$ cat config.mk
export PLATFORM = sky130hd
export DESIGN_NAME = bp_be_fma_issue_ctl
export DESIGN_NICKNAME = d
export VERILOG_FILES = /design/src/rtl/bp_be_fma_issue_ctl_pkg.sv /design/src/rtl/bp_be_fma_sb_shift.sv /design/src/rtl/bp_be_fma_issue_ctl.sv
export SDC_FILE = /design/constraint.sdc
export NUM_CORES = 1
export LEC_CHECK = 0
export ABC_CLOCK_PERIOD_IN_PS = 2200
export BUFFER_PORTS_ARGS = -buffer_cell sky130_fd_sc_hd__buf_2
export CAP_MARGIN = 20
export CORE_MARGIN = 2
export CORE_UTILIZATION = 42
export DETAILED_ROUTE_END_ITERATION = 8
export HOLD_SLACK_MARGIN = 0.05
export PLACE_DENSITY_LB_ADDON = 0.12
export REMOVE_ABC_BUFFERS = 1
export SYNTH_ARGS = -nofsm -noshare
export SYNTH_HDL_FRONTEND = slang
export SYNTH_SLANG_ARGS = --single-unit
$ cat constraint.sdc
create_clock -name clk_i -period 2.2 [get_ports clk_i]
set_input_delay 0.22 -clock clk_i [delete_from_list [all_inputs] [get_ports clk_i]]
set_output_delay 0.22 -clock clk_i [all_outputs]
set_load 0.005 [all_outputs]
$ cat src/rtl/bp_be_fma_issue_ctl_pkg.sv
// Shared BE definitions for the FMA/IMUL issue controller:
// configuration enum, scoreboard entry layout and per-pipe scoreboard depths.
package bp_be_fma_issue_ctl_pkg;

  typedef enum logic [0:0] {
    e_bp_default_cfg = 1'b0
  } bp_params_e;

  typedef struct packed {
    logic       v;
    logic       poison;
    logic [4:0] rd;
  } bp_be_fma_sb_entry_s;

  localparam int imul_pipe_latency_gp = 4;
  localparam int fma_pipe_latency_gp  = 5;
  localparam int imul_sb_depth_gp     = imul_pipe_latency_gp - 1;
  localparam int fma_sb_depth_gp      = fma_pipe_latency_gp - 1;

  // Every configuration currently shares the same pipe depths.
  function automatic int sb_depth(bp_params_e cfg, logic imul);
    if (cfg == e_bp_default_cfg) return imul ? imul_sb_depth_gp : fma_sb_depth_gp;
    return imul ? imul_sb_depth_gp : fma_sb_depth_gp;
  endfunction

endpackage

$ cat src/rtl/bp_be_fma_sb_shift.sv
// Scoreboard shift register for one fixed-latency pipe: entries age one slot per cycle,
// young entries are poisoned on flush, and valid source tags are matched against every rd.
module bp_be_fma_sb_shift
  import bp_be_fma_issue_ctl_pkg::*;
#(
  parameter int depth_p      = 3,
  parameter int commit_age_p = 2
) (
  input  logic               clk,
  input  logic               rst,
  input  logic               push,
  input  logic [4:0]         push_rd,
  input  logic               flush,
  input  logic [4:0]         rs1,
  input  logic [4:0]         rs2,
  input  logic [4:0]         rs3,
  input  logic [2:0]         rs_v,
  output logic               match,
  output logic [depth_p-1:0] valid,
  output logic               last_poison,
  output logic [4:0]         last_rd
);

  bp_be_fma_sb_entry_s [depth_p-1:0] sb_q;
  bp_be_fma_sb_entry_s [depth_p-1:0] sb_n;

  // Poison is applied as an entry leaves a young slot, so it is seen one slot later.
  always_comb begin
    sb_n       = '0;
    sb_n[0].v  = push;
    sb_n[0].rd = push ? push_rd : 5'd0;
    for (int k = 1; k < depth_p; k++) begin
      sb_n[k] = sb_q[k-1];
      if (flush && sb_q[k-1].v && ((k - 1) < commit_age_p)) sb_n[k].poison = 1'b1;
    end
  end

  always_ff @(posedge clk or posedge rst) begin
    if (rst) sb_q <= '0;
    else     sb_q <= sb_n;
  end

  always_comb begin
    match = 1'b0;
    valid = '0;
    for (int k = 0; k < depth_p; k++) begin
      valid[k] = sb_q[k].v;
      if (sb_q[k].v && ((rs_v[0] && (rs1 == sb_q[k].rd)) ||
                        (rs_v[1] && (rs2 == sb_q[k].rd)) ||
                        (rs_v[2] && (rs3 == sb_q[k].rd))))
        match = 1'b1;
    end
  end

  assign last_poison = sb_q[depth_p-1].poison;
  assign last_rd     = sb_q[depth_p-1].rd;

endmodule

$ cat src/rtl/bp_be_fma_issue_ctl.sv
// Issue controller for the fixed-latency FMA/IMUL pipe: RAW/flush stalls, flush-kill and
// writeback tagging. Define BP_BE_FMA_SHARED_WB_EN when imul and fma share one writeback port.
module bp_be_fma_issue_ctl
  import bp_be_fma_issue_ctl_pkg::*;
#(
  parameter bp_params_e bp_params_p  = e_bp_default_cfg,
  parameter int         commit_age_p = 2
) (
  input  logic       clk_i,
  input  logic       reset_i,
  input  logic       issue_v_i,
  input  logic       issue_imul_i,
  input  logic [4:0] issue_rd_i,
  input  logic [4:0] issue_rs1_i,
  input  logic [4:0] issue_rs2_i,
  input  logic [4:0] issue_rs3_i,
  input  logic [2:0] issue_rs_v_i,
  input  logic       flush_i,
  input  logic       imul_v_i,
  input  logic       fma_v_i,
  output logic       issue_ready_o,
  output logic       dispatch_v_o,
  output logic       imul_wb_v_o,
  output logic [4:0] imul_wb_rd_o,
  output logic       fma_wb_v_o,
  output logic [4:0] fma_wb_rd_o,
  output logic       idle_o,
  output logic       mismatch_o
);

  localparam int imul_depth_lp = sb_depth(bp_params_p, 1'b1);
  localparam int fma_depth_lp  = sb_depth(bp_params_p, 1'b0);

  logic [imul_depth_lp-1:0] imul_valid;
  logic [fma_depth_lp-1:0]  fma_valid;
  logic                     imul_match, fma_match;
  logic                     imul_last_poison, fma_last_poison;
  logic [2:0]               imul_rs_v, fma_rs_v;
  logic                     wb_collision;
  logic                     mismatch_q;

  // Sources are only compared against the pipe that writes the same register file.
  assign imul_rs_v = issue_imul_i ? issue_rs_v_i : 3'b000;
  assign fma_rs_v  = issue_imul_i ? 3'b000 : issue_rs_v_i;

`ifdef BP_BE_FMA_SHARED_WB_EN
  assign wb_collision = issue_imul_i & fma_valid[0];
`else
  assign wb_collision = 1'b0;
`endif

  assign issue_ready_o = ~flush_i & ~imul_match & ~fma_match & ~wb_collision;
  assign dispatch_v_o  = issue_v_i & issue_ready_o;

  bp_be_fma_sb_shift #(
    .depth_p      (imul_depth_lp),
    .commit_age_p (commit_age_p)
  ) imul_sb (
    .clk         (clk_i),
    .rst         (reset_i),
    .push        (dispatch_v_o & issue_imul_i),
    .push_rd     (issue_rd_i),
    .flush       (flush_i),
    .rs1         (issue_rs1_i),
    .rs2         (issue_rs2_i),
    .rs3         (issue_rs3_i),
    .rs_v        (imul_rs_v),
    .match       (imul_match),
    .valid       (imul_valid),
    .last_poison (imul_last_poison),
    .last_rd     (imul_wb_rd_o)
  );

  bp_be_fma_sb_shift #(
    .depth_p      (fma_depth_lp),
    .commit_age_p (commit_age_p)
  ) fma_sb (
    .clk         (clk_i),
    .rst         (reset_i),
    .push        (dispatch_v_o & ~issue_imul_i),
    .push_rd     (issue_rd_i),
    .flush       (flush_i),
    .rs1         (issue_rs1_i),
    .rs2         (issue_rs2_i),
    .rs3         (issue_rs3_i),
    .rs_v        (fma_rs_v),
    .match       (fma_match),
    .valid       (fma_valid),
    .last_poison (fma_last_poison),
    .last_rd     (fma_wb_rd_o)
  );

  assign imul_wb_v_o = imul_valid[imul_depth_lp-1] & ~imul_last_poison & imul_v_i;
  assign fma_wb_v_o  = fma_valid[fma_depth_lp-1] & ~fma_last_poison & fma_v_i;
  assign idle_o      = ~(|imul_valid) & ~(|fma_valid);

  // A strobe disagreeing with the scoreboard means the pipe and controller lost sync.
  always_ff @(posedge clk_i or posedge reset_i) begin
    if (reset_i) mismatch_q <= 1'b0;
    else if ((imul_valid[imul_depth_lp-1] != imul_v_i) ||
             (fma_valid[fma_depth_lp-1] != fma_v_i))
      mismatch_q <= 1'b1;
  end

  assign mismatch_o = mismatch_q;

endmodule

=== Word level (Yosys, flattened, before mapping) ===
Cells that the tools add are included.

* Register bits after elaboration: 48
* Input bits: 30
* Output and inout bits: 16
* Word-level logic and storage cells: 125

* Eq/ne operators: 23
* Mux-type cells: 15
* Bitwise gates (word level): 18
* Reductions and logical operators: 49

{| class="wikitable"
|+ Operators with widths
! cell !! count
|-
| 5-bit equality test || 21
|-
| 1-bit logical AND || 32
|-
| 1-bit logical OR || 15
|-
| 1-bit two-way mux || 11
|-
| 1-bit bitwise AND || 10
|-
| 5-bit two-way mux || 2
|-
| 1-bit NOT || 8
|-
| 3-bit two-way mux || 2
|-
| 4-bit OR reduction || 1
|-
| 3-bit OR reduction || 1
|-
| 1-bit inequality test || 2
|}

=== Logic depth before layout (Yosys ltp) ===
Gate-level depths: netlist (run 1).

* Depth after elaboration: 14
* Gate-level depth with buffers: 9
* Depth with buffers taken out: 6

=== Cells and area by module ===
Synthesis (run 1) repeated with hierarchy kept, for this count alone.

* Cell total of the unflattened synthesis: 256
* Area, all modules: 2782.7 um^2

{| class="wikitable"
|+ Modules (own cells, without submodules)
! module !! times used !! cells an instance !! area an instance (um^2) !! sequential area each (um^2)
|-
| bp_be_fma_sb_shift at fma_sb || 1 || 132 || 1492.7 || 675.6
|-
| bp_be_fma_sb_shift at imul_sb || 1 || 103 || 1136.1 || 500.5
|-
| bp_be_fma_issue_ctl || 1 || 21 || 153.9 || 25.0
|}

=== Worst setup path before layout (run 1) ===
Ideal clock, no wire load.

* Path kind: register to output
* From: register imul_sb.sb_q (netlist bit imul_sb.sb_n[15])
* To: output dispatch_v_o
* Arrival: 1705 ps
* Required time: 1980 ps
* Setup slack: 275 ps
* Cell stages (with the launch flop): 9
* Path buffers: 2
* Path through: dfrtp_1 > xnor2_1 > and3_1 > nand3_1 > nand4_1 > or4_1 > buf_2 > buf_6 > nor2_1

* Cells in the longest elaborated chain, start to end: 11
* Elaborated cells on any way between the ends: 15
* Those cells by class: 3 x eq/ne; 2 x mux; 4 x bitwise; 6 x reduce/logical

{| class="wikitable"
|+ RTL lines
! item !! line !! source
|-
| start: declaration || bp_be_fma_sb_shift.sv:24 || <nowiki>bp_be_fma_sb_entry_s [depth_p-1:0] sb_q;</nowiki>
|-
| start signal: assignment || bp_be_fma_sb_shift.sv:40 || <nowiki>else sb_q <= sb_n;</nowiki>
|-
| 5-bit equality test (on tied branches) || bp_be_fma_sb_shift.sv:48, bp_be_fma_sb_shift.sv:49 ||
|-
| 1-bit logical AND (on tied branches) || bp_be_fma_sb_shift.sv:48, bp_be_fma_sb_shift.sv:49 ||
|-
| 1-bit logical OR || bp_be_fma_sb_shift.sv:48 || <nowiki>if (sb_q[k].v && ((rs_v[0] && (rs1 == sb_q[k].rd)) ||</nowiki>
|-
| 1-bit logical OR (*) || bp_be_fma_sb_shift.sv:49 || <nowiki>(rs_v[1] && (rs2 == sb_q[k].rd)) ||</nowiki>
|-
| 1-bit logical AND (*) || bp_be_fma_sb_shift.sv:48 ||
|-
| 1-bit two-way mux (*) (2 in a row) || bp_be_fma_sb_shift.sv:48 ||
|-
| 1-bit NOT (*) || bp_be_fma_issue_ctl.sv:52 || <nowiki>assign issue_ready_o = ~flush_i & ~imul_match & ~fma_match & ~wb_collision;</nowiki>
|-
| 1-bit bitwise AND (*) (2 in a row) || bp_be_fma_issue_ctl.sv:52 ||
|-
| 1-bit bitwise AND (*) || bp_be_fma_issue_ctl.sv:53 || <nowiki>assign dispatch_v_o = issue_v_i & issue_ready_o;</nowiki>
|-
| end: declaration || bp_be_fma_issue_ctl.sv:22 || <nowiki>output logic dispatch_v_o,</nowiki>
|}

Every way passes the cells marked *; elsewhere a longest branch is shown, timed or not.

=== Worst setup path in the final report (run 1) ===
* From: register fma_sb.sb_q (netlist bit fma_sb.sb_n[10])
* To: output issue_ready_o

* Cells in the longest elaborated chain, start to end: 11
* Elaborated cells on any way between the ends: 15
* Those cells by class: 3 x eq/ne; 4 x mux; 2 x bitwise; 6 x reduce/logical

{| class="wikitable"
|+ RTL lines
! item !! line !! source
|-
| start: declaration || bp_be_fma_sb_shift.sv:24 ||
|-
| start signal: assignment || bp_be_fma_sb_shift.sv:40 ||
|-
| 5-bit equality test (on tied branches) || bp_be_fma_sb_shift.sv:48, bp_be_fma_sb_shift.sv:49 ||
|-
| 1-bit logical AND (on tied branches) || bp_be_fma_sb_shift.sv:48, bp_be_fma_sb_shift.sv:49 ||
|-
| 1-bit logical OR || bp_be_fma_sb_shift.sv:48 ||
|-
| 1-bit logical OR (*) || bp_be_fma_sb_shift.sv:49 ||
|-
| 1-bit logical AND (*) || bp_be_fma_sb_shift.sv:48 ||
|-
| 1-bit two-way mux (*) (4 in a row) || bp_be_fma_sb_shift.sv:48 ||
|-
| 1-bit NOT (*) || bp_be_fma_issue_ctl.sv:52 ||
|-
| 1-bit bitwise AND (*) || bp_be_fma_issue_ctl.sv:52 ||
|-
| end: declaration || bp_be_fma_issue_ctl.sv:21 || <nowiki>output logic issue_ready_o,</nowiki>
|}

Marked as above.

==> impl_results.md, run 1 <==
* Avg Inst Size Synth at 10.5 um2
* IO Count at 46
* Most used cell, CP: nand4_1
* Drt total wl at between 7000 and 8000 um
* Switching share of power at between 20% and 30%
* Int Pwr at about 1.4 mW
* Leakage at ~1.6 nW
* Final WS setup at -78.6 ps
* Critical-path top delay cell: or4_4
* Cell taking the most area after synthesis: dfrtp_1
* Fin crit period at 2280 ps
* Final Instance Count excl. Fillers at about 400
* Measured slew at the worst slew-check pin at around 520 ps
* Worst path arrival time at a little over 2000 ps
* Die Wd at between 80 and 90 um
* Final period util at 104%
* Dominant cells by area after synthesis: dfrtp_1 (42%), xor2_1 (22%), xnor2_1 (11%)
* Most common flop cell mapped by yosys: dfrtp_1
* Clk_skew at roughly 8.2 ps
* Worst-Skew Late Latency at around 300 ps
* Placed Cells at roughly 390
* DP HPWL at 5700 um
* Final setup fails at 2
* Core ar. at between 0.006 and 0.007 mm2
* Final nets at approximately 350
* Via density at ~5.2
* Worst setup SP type: flop
* Clock H-tree levels at 2
* Post-synth top cells: xor2_1 (71), dfrtp_1 (48), xnor2_1 (36), buf_4 (23), nand4_1 (22)
* Routed Antenna Nets at 0
* Crit Path Class: reg -> out
* Critical Path RT at 1980 ps
* Vias in the first global route at around 2,200
* Part of the power in registers at 49.7%
* CP Cell Sequence: xor2_2, nor4_2, nand4_1, nand4_1, or4_4, nor2_2, buf_2
* CP peak stage delay at 610 ps
* Layout cells sized above 1 at roughly 36%
* Failing checks: negative setup slack
* Starting Density at a little over two fifths
* Run status: finished with violations
* TritonCTS buffer count at 5
* Largest net degree at the start of global routing at 28
* Final Hold Fails at 0
* CTS clk-pin slew, worst paths at approximately 90 ps
* WL per Instance at approximately 19 um
* Max-slew violations at 0
* CP max FO at 6
* PwrDens at ~550 mW/mm2
* Placer Congestion at 0.933
* DRC at 0
* First-pass GRT wire length at about 12,000 um
* PortBufs at 45
* GRT Util Overall at between 20% and 30%
* CTS tree: done
* # rows at 30
* Initial drt markers at ~130
* Clock sinks at 48
* Area of the mapped netlist at just under 0.003 mm2
* Clock Path Buffers at 2
* Count of cell types in the netlist at 26
* Die Y at 86.8 um
* Post-route cell area at 0.00345 mm2
* Slew headroom at between 60% and 70%
* Synth warnings at 0
* Switching pwr at roughly 0.52 mW
* Fmax at ~440 MHz
* Mapped Cells at between 200 and 300
* Synthesis-to-layout area growth at 19.9%
* EDFF count, synth at 0
* Antenna cell count at 0
* Crit end category: primary output
* Post-DP Area at 0.00312 mm2
* Vias at around 2,100
* Post-synth top area share at between 40% and 50%
* Async SR Flop Fraction at 100%
* Router iterations before antenna repair at 4
* Unrepaired setup endpoints after global routing: true
* Root Driver: clkbuf_8
* Max-cap viol count at 0
* Peak supply drop at about 0.23 mV
* Most frequent cell after synthesis: xor2_1
* Clk network pwr share at between 30% and 40%
* Global route overflow at 0
* Die ar. at about 0.0075 mm2
* Initial antenna violation count at 0
* Min-delay worst type: in -> reg
* Register area share after synthesis at a little over two fifths
* Synth Register Bits at 48
* Comb pwr share at between 10% and 20%
* Worst slack at placement at 53.1 ps
## placed cells by master, fill, tap and decap left out, types with 2 or more instances in the layout
cell | synthesis | routed
a21o_1 | 2 | 2
and2_1 | 3 | 3
buf_2 | 2 | 45
nand4_1 | 22 | 22
a31oi_1 | 2 | 2
nor2_2 | 0 | 2
dfrtp_1 | 48 | 28
inv_1 | 6 | 5
nand3_2 | 0 | 2
buf_6 | 2 | 2
clkbuf_8 | 0 | 5
nor2_1 | 4 | 2
xor2_1 | 71 | 62
nor4_2 | 0 | 6
and3b_1 | 2 | 2
nor4_1 | 18 | 12
nand3_1 | 6 | 4
xnor2_1 | 36 | 36
nor2b_1 | 3 | 3
nor3_1 | 11 | 11
xor2_2 | 0 | 9
buf_4 | 23 | 19
dfrtp_2 | 0 | 20
and3_1 | 4 | 4
## stage by stage
stage          TNS (ps)  util (%)  total power, mW  hold WS (ps)
3_5_place_dp          0      46.4             1.25           271
3_3_place_gp          0      46.4             1.25           272
6_report           -146      51.4             1.91           156
4_1_cts            -146      49.0             1.89           153
5_1_grt            -297      51.4             1.98           168
2_1_floorplan         0         -             1.10           331
## sequential cells by signal, indices dropped and copies added (netlist names)
register / cells
fma_sb.last_poison: 1
fma_sb.last_rd: 5
imul_sb.valid: 3
imul_sb.last_poison: 1
imul_sb.sb_q: 1
mismatch_o: 1
fma_sb.sb_n: 16
imul_sb.last_rd: 5
fma_sb.valid: 4
imul_sb.sb_n: 10
fma_sb.sb_q: 1
## power groups by stage
stage | Sequential [mW] | Combinational, mW | Clock, mW
floorplan | 0.953 | 0.151 | 0
global placement | 0.963 | 0.291 | 0
detailed placement | 0.963 | 0.292 | 0
CTS | 0.945 | 0.302 | 0.642
global route | 0.952 | 0.350 | 0.680
finish | 0.947 | 0.321 | 0.638
## worst max-delay path: cells and delay by family, from the launching register on
family / cells / cell delay [ps]
simple gates: 5 / 1000
flops: 1 / 470
xor+xnor: 1 / 180
buf+inv: 1 / 110
## worst paths after layout
path	cells past startpoint	end	from	slack, ps
worst min register to register	0	fma_sb.last_poison	fma_sb.sb_n[26]	340
worst max-delay path	7	issue_ready_o	fma_sb.sb_n[10]	-80
worst min-delay path	3	imul_sb.sb_n[11]	issue_rd_i[4]	160
worst max register to register	7	fma_sb.sb_n[7]	fma_sb.sb_n[10]	160
min in group asynchronous	3	fma_sb.last_poison	reset_i	480
max in group asynchronous	4	fma_sb.last_rd[0]	reset_i	1200
## area by class of cell
class                           count  area (um2)
Timing Repair Buffer               68         420
Clock buffer                        5        68.8
Clock inverter                      3        42.5
Inverter                            6        22.5
Tap cell                           80         100
Fill cell                         652        3260
Multi-Input combinational cell    192        1570
Sequential cell                    48        1230
## cell families (layout without fill, tap and decap cells)
kind of cell | Yosys count | in the layout | share of synthesized area [%]
compound gates | 6 | 6 | 1.35
flops | 48 | 48 | 41.7
simple gates | 79 | 79 | 16.4
buf+inv | 34 | 82 | 8.03
xor+xnor | 107 | 107 | 32.5
## metal layers
layer  vias to the layer above  share of wire, %  wire, um  global-route usage, %
li1                       1002                 -         -                      -
met1                       998                45      3510                   30.7
met2                        82                46      3560                   32.6
met3                        14               6.5       502                   4.29
met4                         0               2.7       207                   7.95
met5                         -                 0         0                      0
## repair_timing
item,CTS,global route
hold buffers,1,0
pin swaps,4,9
cloned,0,0
hold endpoints to repair,21,0
setup endpoints to repair,2,2
buffers inserted,3,5
resized for setup,13,30
Note: power is estimated with default switching activity, not from simulation.
==> run 2, diff against run 1 <==
--- a/config.mk
+++ b/config.mk
@@ -5,7 +5,7 @@
 export SDC_FILE = /design/constraint.sdc
 export NUM_CORES = 1
 export LEC_CHECK = 0
-export ABC_CLOCK_PERIOD_IN_PS = 2200
+export ABC_CLOCK_PERIOD_IN_PS = 2900
 export BUFFER_PORTS_ARGS = -buffer_cell sky130_fd_sc_hd__buf_2
 export CAP_MARGIN = 20
 export CORE_MARGIN = 2
==> constraint.sdc (replaced) <==
create_clock -name clk_i -period 2.9 [get_ports clk_i]
set_input_delay 0.29 -clock clk_i [delete_from_list [all_inputs] [get_ports clk_i]]
set_output_delay 0.29 -clock clk_i [all_outputs]
set_load 0.005 [all_outputs]
==> run 2 against run 1 <==
The flow now finishes without violations; critical path depth did not move; design area fell by 8.8%; critical endpoint unchanged; utilization fell by 4.5 points; non-clock buffer count fell by 21; via count fell by 2.9%; clock power fell by 21%; clock skew barely moved; combinational power fell by 35%; largest power group unchanged.
==> impl_results.md, run 2 (synthesis results as in run 1) <==
* Run status: complete, no violations (was finished with violations)
* # rows at 30 (unchanged)
* Drt total wl at 7140 um (was 7770 um)
* Fill count at 644 (was 652)
* Core ar. at 0.00672 mm2 (unchanged)
* First-pass GRT wire length at 11,100 um (was 12,000 um)
* Synthesis-to-layout area growth at 9.29% (was 19.9%)
* Initial drt markers at 161 (was 129)
* Postcts setup bufs at 0 (was 3)
* Routed Antenna Nets at 0 (unchanged)
* Worst Reg-to-Reg Cells at 6 (was 7)
* Measured slew at the worst slew-check pin at 528 ps (was 520 ps)
* Crit path to: issue_ready_o (unchanged)
* Final setup fails at 0 (was 2)
* Fmax at between 300 and 400 MHz
* Critical path's top delay family: simple AND/OR/NAND/NOR gates (unchanged)
* Vias at 2,035 (was 2,096)
* PwrDens at 455 mW/mm2 (was 552 mW/mm2)
* Fin crit period at between 2000 and 3000 ps
* Critical-path top delay cell: or4_1 (was or4_4)
* Cts repair resizes at 0 (was 13)
* Via density at 5.34 (was 5.21)
* Router iterations before antenna repair at 4 (unchanged)
* Die ar. at 0.00754 mm2 (unchanged)
* DRC at 0 (unchanged)
* CTS Hold Bufs at 0 (was 1)
* Unrepaired setup endpoints after global routing: false (was true)
* Commonest non-fill, non-tap cell in the layout: xor2_1 (unchanged)
* DP HPWL at 5220 um (was 5700 um)
* Placer Congestion at 0.947 (was 0.933)
* Vias in the first global route at 1,933 (was 2,155)
* CTS tree: done (unchanged)
* TritonCTS buffer count at 5 (unchanged)
* Peak supply drop at 0.232 mV (was 0.235 mV)
* CP max FO at 14 (was 6)
* Die Y at 86.8 um (unchanged)
* Worst R2R End: fma_sb.sb_n[7] (unchanged)
* Critical Path RT at 2610 ps (was 1980 ps)
* Placed Cells at 371 (was 385)
* Critical path depth at 7 (unchanged)
* Worst-Skew Late Latency at 300 ps (about the same)
* CP Cell Sequence: xnor2_1, and3_1, nand3_1, nand4_1, or4_1, nor2_1, buf_2 (was xor2_2, nor4_2, nand4_1, nand4_1, or4_4, nor2_2, buf_2)
* CP peak stage delay at 750 ps (was 610 ps)
* Max reg flops at 16 (unchanged)
* Crit Path Class: reg -> out (unchanged)
* Setup TNS at 0 ps (was -146 ps)
* Clock H-tree levels at 2 (unchanged)
* Most frequent cells in the layout: xor2_1 (71), dfrtp_1 (48), buf_2 (45) (was xor2_1 (62), buf_2 (45), xnor2_1 (36))
* Hold WS at 230 ps (was 156 ps)
* Seq. cell area at 0.00120 mm2 (was 0.00123 mm2)
* Die Wd at 86.8 um (unchanged)
* Hold_sp: issue_rd_i[3] (was issue_rd_i[4])
* Area occupied by multi-input gates at 0.00145 mm2 (was 0.00157 mm2)
* Max-slew violations at 0 (unchanged)
* Critical path origin: imul_sb.sb_n[15] (was fma_sb.sb_n[10])
* Root Driver: clkbuf_8 (unchanged)
* Crit end category: primary output (unchanged)
* Clock Path Buffers at 2 (unchanged)
* Starting Density at 42.9% (unchanged)
* R2r startpoint: imul_sb.sb_n[15] (was fma_sb.sb_n[10])
* Final nets at 330 (was 351)
* GRT Util Overall at 20.1% (was 21.6%)
* Slew headroom at 64.7% (was 65.2%)
* Layout cells sized above 1 at 18.3% (was 36.3%)
* Initial antenna violation count at 0 (unchanged)
* WL per Instance at 18.7 um (was 19.3 um)
* Final period util at roughly nine tenths
* Largest net degree at the start of global routing at 49 (was 28)
* PortBufs at 45 (unchanged)
* Final Instance Count excl. Fillers at 381 (was 402)
* Global route overflow at 0 (unchanged)
* Buf/Inv on CP at 1 (unchanged)
* Clk_skew at 7.88 ps (was 8.17 ps)
* Clock sinks at 48 (unchanged)
* IO Count at 46 (unchanged)
* Min-delay worst type: in -> reg (unchanged)
* CTS clk-pin slew, worst paths at 90 ps (about the same)
* Reg2reg setup slack at 790 ps (was 160 ps)
* Max-cap viol count at 0 (unchanged)
* Worst path arrival time at 2300 ps (was 2060 ps)
* Antenna cell count at 0 (unchanged)
* Leakage at 1.56 nW (was 1.64 nW)
* Final Hold Fails at 0 (unchanged)
* Worst setup SP type: flop (unchanged)
## run 2: worst min-delay path by stage
stage	slack [ps]	end	cells after the start
6_report	230	imul_sb.sb_n[10]	3
5_1_grt	240	fma_sb.sb_n[9]	3
4_1_cts	220	imul_sb.sb_n[10]	3
3_5_place_dp	350	fma_sb.last_poison	0
3_3_place_gp	340	fma_sb.last_poison	0
2_1_floorplan	330	fma_sb.last_poison	0
## run 2: worst register-to-register path, cell delays in order, from the launching register on
cell and delay, ps:
dfrtp_1 460, xnor2_1 150, and3_1 180, nand3_1 70, nand4_1 80, or4_1 750, nor3_1 300
## run 2: through the flow
stage | total power [mW] | utilization (%) | setup WS [ps] | instance area (um2)
5_1_grt | 1.50 | 46.9 | 101 | 3150
4_1_cts | 1.44 | 46.4 | 306 | 3120
3_3_place_gp | 0.934 | 44.6 | 557 | 3000
6_report | 1.43 | 46.9 | 306 | 3150
3_5_place_dp | 0.935 | 44.6 | 567 | 3000
2_1_floorplan | 0.838 | - | 917 | 2670
## run 2: cell type report
cell class	count	area share, %
Multi-Input combinational cell	192	46.0
Clock inverter	2	1.23
Clock buffer	6	2.62
Sequential cell	48	38.1
Inverter	6	0.715
Tap cell	80	3.18
Timing Repair Buffer	47	8.10
## run 2: where the power goes
part	leakage [nW]	switching [mW]	total (mW)	internal [mW]
Sequential	0.651	0.0303	0.718	0.688
Combinational	0.849	0.118	0.208	0.0905
Clock	0.0614	0.225	0.507	0.282
## run 2: per-layer routing
metal	vias up	track usage (%)	routed length [um]
met5	-	0	0
met2	71	30.3	3240
met4	0	4.26	64
li1	972	-	-
met1	986	30.0	3360
met3	6	3.90	475
